## src/rtl/control_unit.sv

```systemverilog
// Control path for the single-cycle ARM datapath: instruction decoder,
// condition check and the architectural NZCV flags register.
module control_unit #(
  parameter logic [3:0] FLAGS_RST = 4'b0000
) (
  input  logic        CLK,
  input  logic        reset,
  input  logic [31:0] Instr,
  input  logic [3:0]  ALUFlags,
  output logic        PCSrc,
  output logic        RegWrite,
  output logic        MemWrite,
  output logic        MemtoReg,
  output logic [1:0]  ALUSrc,
  output logic [1:0]  ImmSrc,
  output logic [1:0]  RegSrc,
  output logic [1:0]  ALUControl,
  output logic [3:0]  Flags,
  output logic        CondEx
);

  typedef enum logic [1:0] {
    OP_DP    = 2'b00,
    OP_MEM   = 2'b01,
    OP_BR    = 2'b10,
    OP_UNDEF = 2'b11
  } op_e;

  typedef enum logic [3:0] {
    CMD_AND = 4'b0000,
    CMD_SUB = 4'b0010,
    CMD_ADD = 4'b0100,
    CMD_CMP = 4'b1010,
    CMD_ORR = 4'b1100
  } cmd_e;

  logic [3:0] cond;
  logic [1:0] op;
  logic [3:0] cmd;
  logic       i_bit;
  logic       s_bit;
  logic       l_bit;
  logic       u_bit;
  logic [3:0] rd;

  assign cond  = Instr[31:28];
  assign op    = Instr[27:26];
  assign i_bit = Instr[25];
  assign cmd   = Instr[24:21];
  assign s_bit = Instr[20];
  assign l_bit = Instr[20];
  assign u_bit = Instr[23];
  assign rd    = Instr[15:12];

  // Register-number and offset fields belong to the datapath, not to control.
  logic unused_instr_bits;
  assign unused_instr_bits = ^{Instr[19:16], Instr[11:0]};

  logic       branch;
  logic       regw_dec;
  logic       memw_dec;
  logic [1:0] flagw_dec;

  // NOTE: every signal driven here gets a default first, so no path through
  // the case statements can leave one unassigned and infer a latch.
  always_comb begin
    branch     = 1'b0;
    regw_dec   = 1'b0;
    memw_dec   = 1'b0;
    flagw_dec  = 2'b00;
    MemtoReg   = 1'b0;
    ALUSrc     = 2'b00;
    ImmSrc     = 2'b00;
    RegSrc     = 2'b00;
    ALUControl = 2'b00;

    unique case (op)
      OP_DP: begin
        ALUSrc = i_bit ? 2'b01 : 2'b00;
        unique case (cmd)
          CMD_ADD: begin
            ALUControl = 2'b00;
            regw_dec   = 1'b1;
            flagw_dec  = {s_bit, s_bit};
          end
          CMD_SUB: begin
            ALUControl = 2'b01;
            regw_dec   = 1'b1;
            flagw_dec  = {s_bit, s_bit};
          end
          CMD_AND: begin
            ALUControl = 2'b10;
            regw_dec   = 1'b1;
            flagw_dec  = {s_bit, 1'b0};
          end
          CMD_ORR: begin
            ALUControl = 2'b11;
            regw_dec   = 1'b1;
            flagw_dec  = {s_bit, 1'b0};
          end
          CMD_CMP: begin
            ALUControl = 2'b01;
            flagw_dec  = {s_bit, s_bit};
          end
          default: ;
        endcase
      end
      OP_MEM: begin
        ALUControl = u_bit ? 2'b00 : 2'b01;
        ALUSrc     = 2'b01;
        ImmSrc     = 2'b01;
        if (l_bit) begin
          regw_dec = 1'b1;
          MemtoReg = 1'b1;
        end else begin
          memw_dec = 1'b1;
          RegSrc   = 2'b10;
        end
      end
      OP_BR: begin
        branch = 1'b1;
        ALUSrc = 2'b01;
        ImmSrc = 2'b10;
        RegSrc = 2'b01;
      end
      OP_UNDEF: ;
      default: ;
    endcase
  end

  logic n_f, z_f, c_f, v_f;
  assign {n_f, z_f, c_f, v_f} = Flags;

  always_comb begin
    CondEx = 1'b0;
    unique case (cond)
      4'b0000: CondEx = z_f;
      4'b0001: CondEx = ~z_f;
      4'b0010: CondEx = c_f;
      4'b0011: CondEx = ~c_f;
      4'b0100: CondEx = n_f;
      4'b0101: CondEx = ~n_f;
      4'b0110: CondEx = v_f;
      4'b0111: CondEx = ~v_f;
      4'b1000: CondEx = c_f & ~z_f;
      4'b1001: CondEx = ~c_f | z_f;
      4'b1010: CondEx = (n_f == v_f);
      4'b1011: CondEx = (n_f != v_f);
      4'b1100: CondEx = ~z_f & (n_f == v_f);
      4'b1101: CondEx = z_f | (n_f != v_f);
      4'b1110: CondEx = 1'b1;
      default: CondEx = 1'b0;
    endcase
  end

  // Architectural side effects are suppressed while the condition fails or
  // the core is held in reset.
  logic       exec_ok;
  logic [1:0] flag_we;

  assign exec_ok  = CondEx & ~reset;
  assign PCSrc    = exec_ok & (branch | (regw_dec & (rd == 4'hF)));
  assign RegWrite = exec_ok & regw_dec;
  assign MemWrite = exec_ok & memw_dec;
  assign flag_we  = flagw_dec & {2{exec_ok}};

  // NOTE: sequential state uses non-blocking assignments so every register
  // samples pre-edge values, which is what lets CondEx see the old flags.
  always_ff @(posedge CLK) begin
    if (reset) begin
      Flags <= FLAGS_RST;
    end else begin
      if (flag_we[1]) Flags[3:2] <= ALUFlags[3:2];
      if (flag_we[0]) Flags[1:0] <= ALUFlags[1:0];
    end
  end

endmodule

```

## config.mk

```make
export PLATFORM = sky130hd
export DESIGN_NAME = control_unit
export DESIGN_NICKNAME = d
export VERILOG_FILES = /design/src/rtl/control_unit.sv
export SDC_FILE = /design/constraint.sdc
export NUM_CORES = 1
export LEC_CHECK = 0
export CAP_MARGIN = 30
export CELL_PAD_IN_SITES_DETAIL_PLACEMENT = 1
export CELL_PAD_IN_SITES_GLOBAL_PLACEMENT = 1
export CORE_MARGIN = 8
export CORE_UTILIZATION = 21
export CTS_CLUSTER_SIZE = 14
export DETAILED_ROUTE_END_ITERATION = 10
export PLACE_DENSITY_LB_ADDON = 0.3
export SLEW_MARGIN = 10
export SYNTH_ARGS = -nofsm -noshare
export SYNTH_HDL_FRONTEND = slang
export SYNTH_SLANG_ARGS = --single-unit
```

## constraint.sdc

```tcl
create_clock -name CLK -period 4.9 [get_ports CLK]
set_input_delay 0.49 -clock CLK [delete_from_list [all_inputs] [get_ports CLK]]
set_output_delay 0.49 -clock CLK [all_outputs]
set_load 0.01 [all_outputs]
```

Word level (Yosys, flattened, before mapping)
Index checks and enable logic that the tools add are counted.
{ "totals": {"reg_bits": 4, "in_bits": 38, "out_inout_bits": 17} }
{ "classes": {"n_eq_ne": 23, "n_mux": 18, "bitwise": 16, "n_reduce_logical": 8} }
{ "op_table": {"columns": ["operator", "n"], "rows": [
  ["$eq A4 B4 Y1 const B", 10],
  ["$eq A4 B3 Y1 const B", 5],
  ["$pmux W2 S2", 4],
  ["$pmux W1 S15", 1],
  ["$eq A4 B2 Y1 const B", 3],
  ["$logic_not A4 Y1", 2],
  ["$mux W1", 8],
  ["$and A1 B1 Y1", 7],
  ["$pmux W2 S3", 1],
  ["$reduce_or A2 Y1", 3],
  ["$not A1 Y1", 5],
  ["$eq A4 B1 Y1 const B", 1],
  ["$mux W2", 2],
  ["$pmux W1 S2", 2],
  ["$reduce_or A4 Y1", 1],
  ["$or A1 B1 Y1", 3],
  ["$reduce_or A3 Y1", 1],
  ["$and A2 B2 Y2", 1],
  ["$eq A2 B1 Y1 const B", 1],
  ["$eq A2 B2 Y1 const B", 1],
  ["$logic_not A2 Y1", 1],
  ["$eq A1 B1 Y1", 1],
  ["$ne A1 B1 Y1", 1]
]} }

Depth between registers and ports, before layout
Gate-level depths: netlist of run 1.
{ "depth": {"word_depth": 7, "depth_mapped": 7} }

Worst setup path after synthesis of run 1
Ideal clock, no wire load.
{ "synth_timing": {"path_kind": "input -> output", "from": "input Instr[30]", "to": "output PCSrc", "t_arrival_ns": 1.738, "required_ns": 4.410, "setup_slack_ns": 2.672, "cell_stages": 6, "n_path_buf": 1, "path_cell_list": "buf_2 > mux2_2 > a21oi_1 > nand3_1 > a221oi_4 > nor3_1"} }
{ "synth_between": {"elab_chain_cells": 4, "word_cells_on_any_way": 18, "cone_classes": "14 x eq/ne; 1 x mux; 2 x bitwise; 1 x reduce/logical"} }
{ "synth_lines": {"columns": ["element", "line_no", "rtl"], "rows": [
  ["start: declaration", "8", "input logic [31:0] Instr,"],
  ["$eq A4 B4 Y1, or another cell as far along", "136", "unique case (cond)"],
  ["$pmux W1 S15 (*)", "136", null],
  ["$and A1 B1 Y1 (*)", "161", "assign exec_ok = CondEx & ~reset;"],
  ["$and A1 B1 Y1 (*)", "162", "assign PCSrc = exec_ok & (branch | (regw_dec & (rd == 4'hF)));"],
  ["end: declaration", "10", "output logic PCSrc,"]
]} }
Mark *: on every way between the ends. The rest lies on a longest branch, timed or not.

Final worst setup path of run 1
{ "layout_timing": {"from": "input Instr[31]", "to": "output MemWrite"} }
{ "layout_between": {"elab_chain_cells": 4, "word_cells_on_any_way": 18, "cone_classes": "14 x eq/ne; 1 x mux; 2 x bitwise; 1 x reduce/logical"} }
{ "layout_lines": {"columns": ["element", "line_no", "rtl"], "rows": [
  ["$eq A4 B4 Y1, or another cell as far along", "136", null],
  ["$pmux W1 S15 (*)", "136", null],
  ["$and A1 B1 Y1 (*)", "161", null],
  ["$and A1 B1 Y1 (*)", "164", "assign MemWrite = exec_ok & memw_dec;"],
  ["end: declaration", "12", "output logic MemWrite,"]
]} }
Marks and branches as above.

==> results of run 1 <==
cell type report:
type / count / area, sq um
clock buffer: 3 / 22.5
timing repair buffer: 37 / 370
sequential: 4 / 80.1
inverter: 3 / 11.3
tap: 33 / 41.3
multi-input combinational: 70 / 507
fill: 365 / 1920
cell usage after synthesis (all sizes together):
library cell and n:
nand2b 6, nor3b 3, o21ai 4, inv 3, nand4b 1, o2111ai 1, a21o 1, a31oi 1
nand4 1, ha 4, mux2 2, o211ai 1, nand3 2, and4b 1, a221oi 1, xnor2 1
or3b 2, dfxtp 4, a221o 1, nor2b 5, a21oi 7, and2 2, nand2 4, nor2 6
conb 1, nand3b 1, xor2 1, buf 6, mux2i 5, nor3 4, o221ai 1
power by group:
| part | switching, W | internal, W |
|---|---|---|
| sequential | 0.000000607 | 0.0000331 |
| clock | 0.0000122 | 0.0000273 |
| combinational | 0.0000270 | 0.0000358 |
| total | 0.0000398 | 0.0000962 |
per-layer routing:
layer / vias to the layer above / global-route usage (%) / routed length [um]
met2: 21 / 15.1 / 1080
met5: - / 0 / 0
met1: 330 / 8.72 / 787
met4: 0 / 4.85 / 0
li1: 363 / - / -
met3: 0 / 4.24 / 228
metrics by stage:
stage | setup WS, ps | hold WS, ps | power, W | area [sq um]
floorplan | 2670 | 524 | 0.0000644 | 632
global placement | 1560 | 530 | 0.0000963 | 1010
detailed placement | 1530 | 549 | 0.0000977 | 1010
CTS | 1520 | 555 | 0.000138 | 1030
global route | 1390 | 594 | 0.000148 | 1030
finish | 1530 | 537 | 0.000136 | 1030
worst max-delay path by stage:
stage,slack [ps],cells after the start,end,start
2_1_floorplan,2670,6,PCSrc,Instr[30]
3_3_place_gp,1560,7,MemWrite,Instr[31]
3_5_place_dp,1530,7,MemWrite,Instr[31]
4_1_cts,1520,7,MemWrite,Instr[31]
5_1_grt,1390,7,MemWrite,Instr[31]
6_report,1530,7,MemWrite,Instr[31]
worst min-delay path, delay by kind of cell (launching register included):
family	cells	cell delay, ps
flip-flops	1	340
AND/OR/NAND/NOR	1	80
multiplexers	1	60
cell families (layout without fill, tap and decap cells):
kind of cell    after synthesis  in the layout  share of synthesized area (%)
fa+ha+maj                     4              4                           7.92
buf+inv                       9             43                           7.13
compound gates               18             18                           21.6
flops                         4              4                           12.7
other cells                   1              1                          0.593
mux                           7              7                           11.5
xor+xnor                      2              2                           2.77
simple gates                 38             38                           35.8
==> flow_metrics.tcl, run 1 <==
set metrics [dict create \
    cts-resized-gates 0 \
    ys_seq_elements 4 \
    grt_setup_unrepaired "no" \
    setup_tns_ps 0 \
    core-area_sq_um 2950 \
    ys_seq_area_share_pct 12.7 \
    yosys.area.top_type_share_pct 12.7 \
    critPathCaptureType "output port" \
    yosys_warnings 0 \
    rr_worst_depth 6 \
    cts_tree "yes" \
    layout_commonest_cell "clkdlybuf4s50_1" \
    grt_pass1_vias 827 \
    peakVddDrop_mv 0.0341 \
    maxCapViolations 0 \
    cts_root_buffer "clkbuf_4" \
    yosysUniqueCellTypes 34 \
    area_growth_pct 63.4 \
    worstHoldEndpoint "Flags[1]" \
    r2r-start "Flags[3]" \
    io_pins 55 \
    io_buffers 37 \
    grt_pass1_wl_mm 3.66 \
    antenna_cells 0 \
    cp_slowest_stage_delay_ps 670 \
    clock_skew_ps 2.53 \
    cts_hold_buf 0 \
    yosys.area.top_type "dfxtp_1" \
    cts_made_buffers 3 \
    largest_reg_flops 4 \
    worst_path_max_delay_cell "clkdlybuf4s50_1" \
    antenna_found_initial 0 \
    regMostFlops "Flags" \
    syn_area_sq_um 632 \
    die-area_sq_um 5020 \
    critPathBufInv 2 \
    critPathKind "in -> out" \
    max_freq_mhz 297 \
    wl_per_cell_um 14.0 \
    finalHoldViolations 0 \
    die_w_um 70.9 \
    clkSlewWorstSetupHoldPaths_ps 40 \
    fin_crit_ps 3370 \
    path_cells "clkdlybuf4s50_1 > nand2_1 > mux2i_1 > a221o_1 > a221oi_4 > nor3b_1 > clkdlybuf4s50_1" \
    top_regs "Flags: 4 flops" \
    start_util_pct 21.4 \
    cp.required_ps 4410 \
    crit_top_cell "clkdlybuf4s50_1" \
    drt_iter0_markers 24 \
    syn-num-nets 125 \
    die_h_um 70.9 \
    gp_congestion 0.667 \
    hp-class "reg -> reg" \
    clockBufferDepth 2 \
    nets 161 \
    cp_top_family "buffers and inverters" \
    post_cts_buffers 0 \
    grt_overflow_total 0 \
    grt_usage_pct 8.89 \
    yosys-top-cells-area "dfxtp_1 (13%), ha_1 (7.9%), mux2i_1 (7.9%)" \
    hp-start "Flags[1]" \
    drv_slew 0 \
    drtPass1Iterations 3 \
    final_util_pct 35.0 \
    vias 714 \
    worstPathArrival_ps 2880 \
    r2r-end "Flags[1]" \
    rows 20 \
    clock_latency_ps 230 \
    setup_viol 0 \
    dp_hpwl_mm 1.75 \
    grt_max_degree 12 \
    drc 0 \
    critPathLaunchType "primary input" \
    htreeDepth 1 \
    outcome "finished, final reports clean" \
    fin_cells 150 \
    drt_wl_total_mm 2.10 \
    powerDensity_nw_per_um2 132 \
    whs_path_depth 2 \
    clkSinkCount 4 \
    syn_inst 83 \
    final_cell_mix "clkdlybuf4s50_1 (37), a21oi_1 (7), nor2_1 (6), nand2b_1 (6)" \
    drtAntennaViolNets 0 \
    power_leakage_nw 0.373 \
    drive_above_1_share_pct 8.55 \
    fin_crit_sh_pct 68.8 \
    dp.cells 147 \
    ff2ff_setup_slack_ps 2900 \
    avgSynthCellArea_sq_um 7.61 \
    via_per_inst 4.76 \
    worst-path-max-fanout 11 \
]
Note: power is estimated with default switching activity, not from simulation.
==> run 2: changes to the inputs <==
--- a/config.mk
+++ b/config.mk
@@ -9,7 +9,7 @@
 export CELL_PAD_IN_SITES_DETAIL_PLACEMENT = 1
 export CELL_PAD_IN_SITES_GLOBAL_PLACEMENT = 1
 export CORE_MARGIN = 8
-export CORE_UTILIZATION = 21
+export CORE_UTILIZATION = 18
 export CTS_CLUSTER_SIZE = 14
 export DETAILED_ROUTE_END_ITERATION = 10
 export PLACE_DENSITY_LB_ADDON = 0.3
==> constraint.sdc (replaced) <==
create_clock -name CLK -period 2.75 [get_ports CLK]
set_input_delay 0.275 -clock CLK [delete_from_list [all_inputs] [get_ports CLK]]
set_output_delay 0.275 -clock CLK [all_outputs]
set_load 0.01 [all_outputs]
==> run 2 against run 1 <==
  * Global-route usage shrank 0.60 points
  * Cell count grew 15%
  * Routed wire length grew 9.6%
  * Clock-buffer cell count is the same
  * Total power grew 87%
  * Largest cell class unchanged
  * Critical endpoint is now RegWrite
  * Worst setup slack lost 1400 ps
  * Combinational power grew 100%
  * Largest power group unchanged
  * Critical path type unchanged
==> flow_metrics.tcl, run 2 (same netlist as run 1, synthesis figures left out) <==
set metrics [dict create \
    p_sw_w 0.0000725 \
    crit_top_cell "clkdlybuf4s50_1" \
    final_cell_mix "clkdlybuf4s50_1 (35), buf_4 (10), a21oi_1 (6), nor2_1 (6), nand2b_1 (6)" \
    power_leakage_nw 0.440 \
    drc 0 \
    grt_overflow_total 0 \
    wl_per_cell_um 13.3 \
    drtAntennaViolNets 0 \
    max_freq_mhz 380 \
    clkSlewWorstSetupHoldPaths_ps 40 \
    dp_hpwl_mm 1.97 \
    io_buffers 37 \
    cp_slowest_stage_delay_ps 570 \
    critPathCaptureType "output port" \
    via_per_inst 4.46 \
    cts_hold_buf 0 \
    die_h_um 75.2 \
    grt_pass1_wl_mm 3.71 \
    die-area_sq_um 5660 \
    fin_crit_sh_pct 95.6 \
    clock_latency_ps 220 \
    drive_above_1_share_pct 16.5 \
    p_total_w 0.000254 \
    grt_max_degree 11 \
    cp.required_ps 2480 \
    drtPass1Iterations 4 \
    rr_worst_depth 8 \
    start_util_pct 18.8 \
    whs_path_depth 2 \
    peakVddDrop_mv 0.0857 \
    p_clk_share_pct 26.6 \
    nets 171 \
    io_pins 55 \
    vias 771 \
    path_cells "clkdlybuf4s50_1 > buf_4 > nand2_1 > mux2_2 > o221ai_2 > a221oi_4 > nor3_1 > clkdlybuf4s50_1" \
    path_depth 8 \
    swShare_pct 28.5 \
    drv_slew 0 \
    p_comb_share_pct 50.0 \
    layout_commonest_cell "clkdlybuf4s50_1" \
    worstPathArrival_ps 2350 \
    setup_tns_ps 0 \
    htreeDepth 1 \
    critPathKind "in -> out" \
    die_w_um 75.2 \
    worst-path-max-fanout 10 \
    regMostFlops "Flags" \
    antenna_cells 0 \
    drt_iter0_markers 20 \
    fin_crit_ps 2630 \
    clkSinkCount 4 \
    clock_skew_ps 2.66 \
    critPathLaunchType "primary input" \
    p_int_w 0.000182 \
    finalHoldViolations 0 \
    cts_tree "yes" \
    critPathBufInv 3 \
    cts_root_buffer "clkbuf_4" \
    powerDensity_nw_per_um2 225 \
    setup_viol 0 \
    gp_congestion 0.726 \
    drt_wl_total_mm 2.30 \
    worst_path_max_delay_cell "clkdlybuf4s50_1" \
    top_regs "Flags: 4 flops" \
    hp-class "reg -> reg" \
    clockBufferDepth 2 \
    maxCapViolations 0 \
    core-area_sq_um 3360 \
    hp-start "Flags[1]" \
    antenna_found_initial 0 \
    fin_area_sq_um 1130 \
    rows 21 \
    largest_reg_flops 4 \
    grt_pass1_vias 866 \
    cp_top_family "buffers and inverters" \
    grt_usage_pct 8.29 \
    area_growth_pct 78.6 \
    r2r-start "Flags[0]" \
    crit_path_start "Instr[31]" \
    pwr-share-seq_pct 23.5 \
    outcome "finished, final reports clean" \
    cts_made_buffers 3 \
    post_dp_cell_area_sq_um 1090 \
]
-- run 2: timing repair --
action,4_1_cts,5_1_grt
cloned,0,0
setup buffers,1,1
pin swaps,1,1
resized for setup,1,2
endpoints found under the setup margin,4,4
endpoints found under the hold margin,0,0
-- run 2: metal layers --
layer  GRT usage [%]  up-vias  part of all wire, %
met5               0        -                    0
met4            3.20        0                  1.3
met3            2.26        2                  7.4
met2            15.8       24                   54
met1            8.20      361                   38
li1                -      384                    -
-- run 2: worst min-delay path: stages (launching register included) --
cell and delay, ps:
dfxtp_1 340, nand2b_1 90, mux2i_1 60
-- run 2: cell type report --
type | instances | area, sq um
repair buffers | 47 | 447
flip-flops and latches | 4 | 80.1
multi-input cells | 70 | 510
clock buffers | 3 | 22.5
fillers | 437 | 2230
inverters | 3 | 11.3
well taps | 46 | 57.6
-- run 2: per-stage QoR --
| stage | cells | setup WS, ps | utilization [%] | hold WS (ps) |
|---|---|---|---|---|
| after global placement | 168 | -85.0 | 32.3 | 530 |
| after CTS | 172 | 70.3 | 33.1 | 571 |
| after floorplan | 83 | 861 | - | 431 |
| final | 173 | 120 | 33.6 | 547 |
| after detailed placement | 168 | -87.7 | 32.3 | 562 |
| after global routing | 173 | -3.54 | 33.6 | 624 |
-- run 2: final timing paths --
| kind | to | slack (ps) |
|---|---|---|
| setup reg to reg | Flags[2] | 680 |
| setup / recovery | RegWrite | 120 |
| hold / removal | Flags[1] | 550 |
| hold reg to reg | Flags[1] | 550 |
-- run 2: power by group through the flow --
| stage | clock [W] | combinational [W] | sequential [W] |
|---|---|---|---|
| CTS | 0.0000704 | 0.000126 | 0.0000597 |
| detailed placement | 0 | 0.000123 | 0.0000606 |
| floorplan | 0 | 0.0000539 | 0.0000608 |
| finish | 0.0000676 | 0.000127 | 0.0000597 |
| global placement | 0 | 0.000121 | 0.0000606 |
| global route | 0.0000774 | 0.000138 | 0.0000597 |
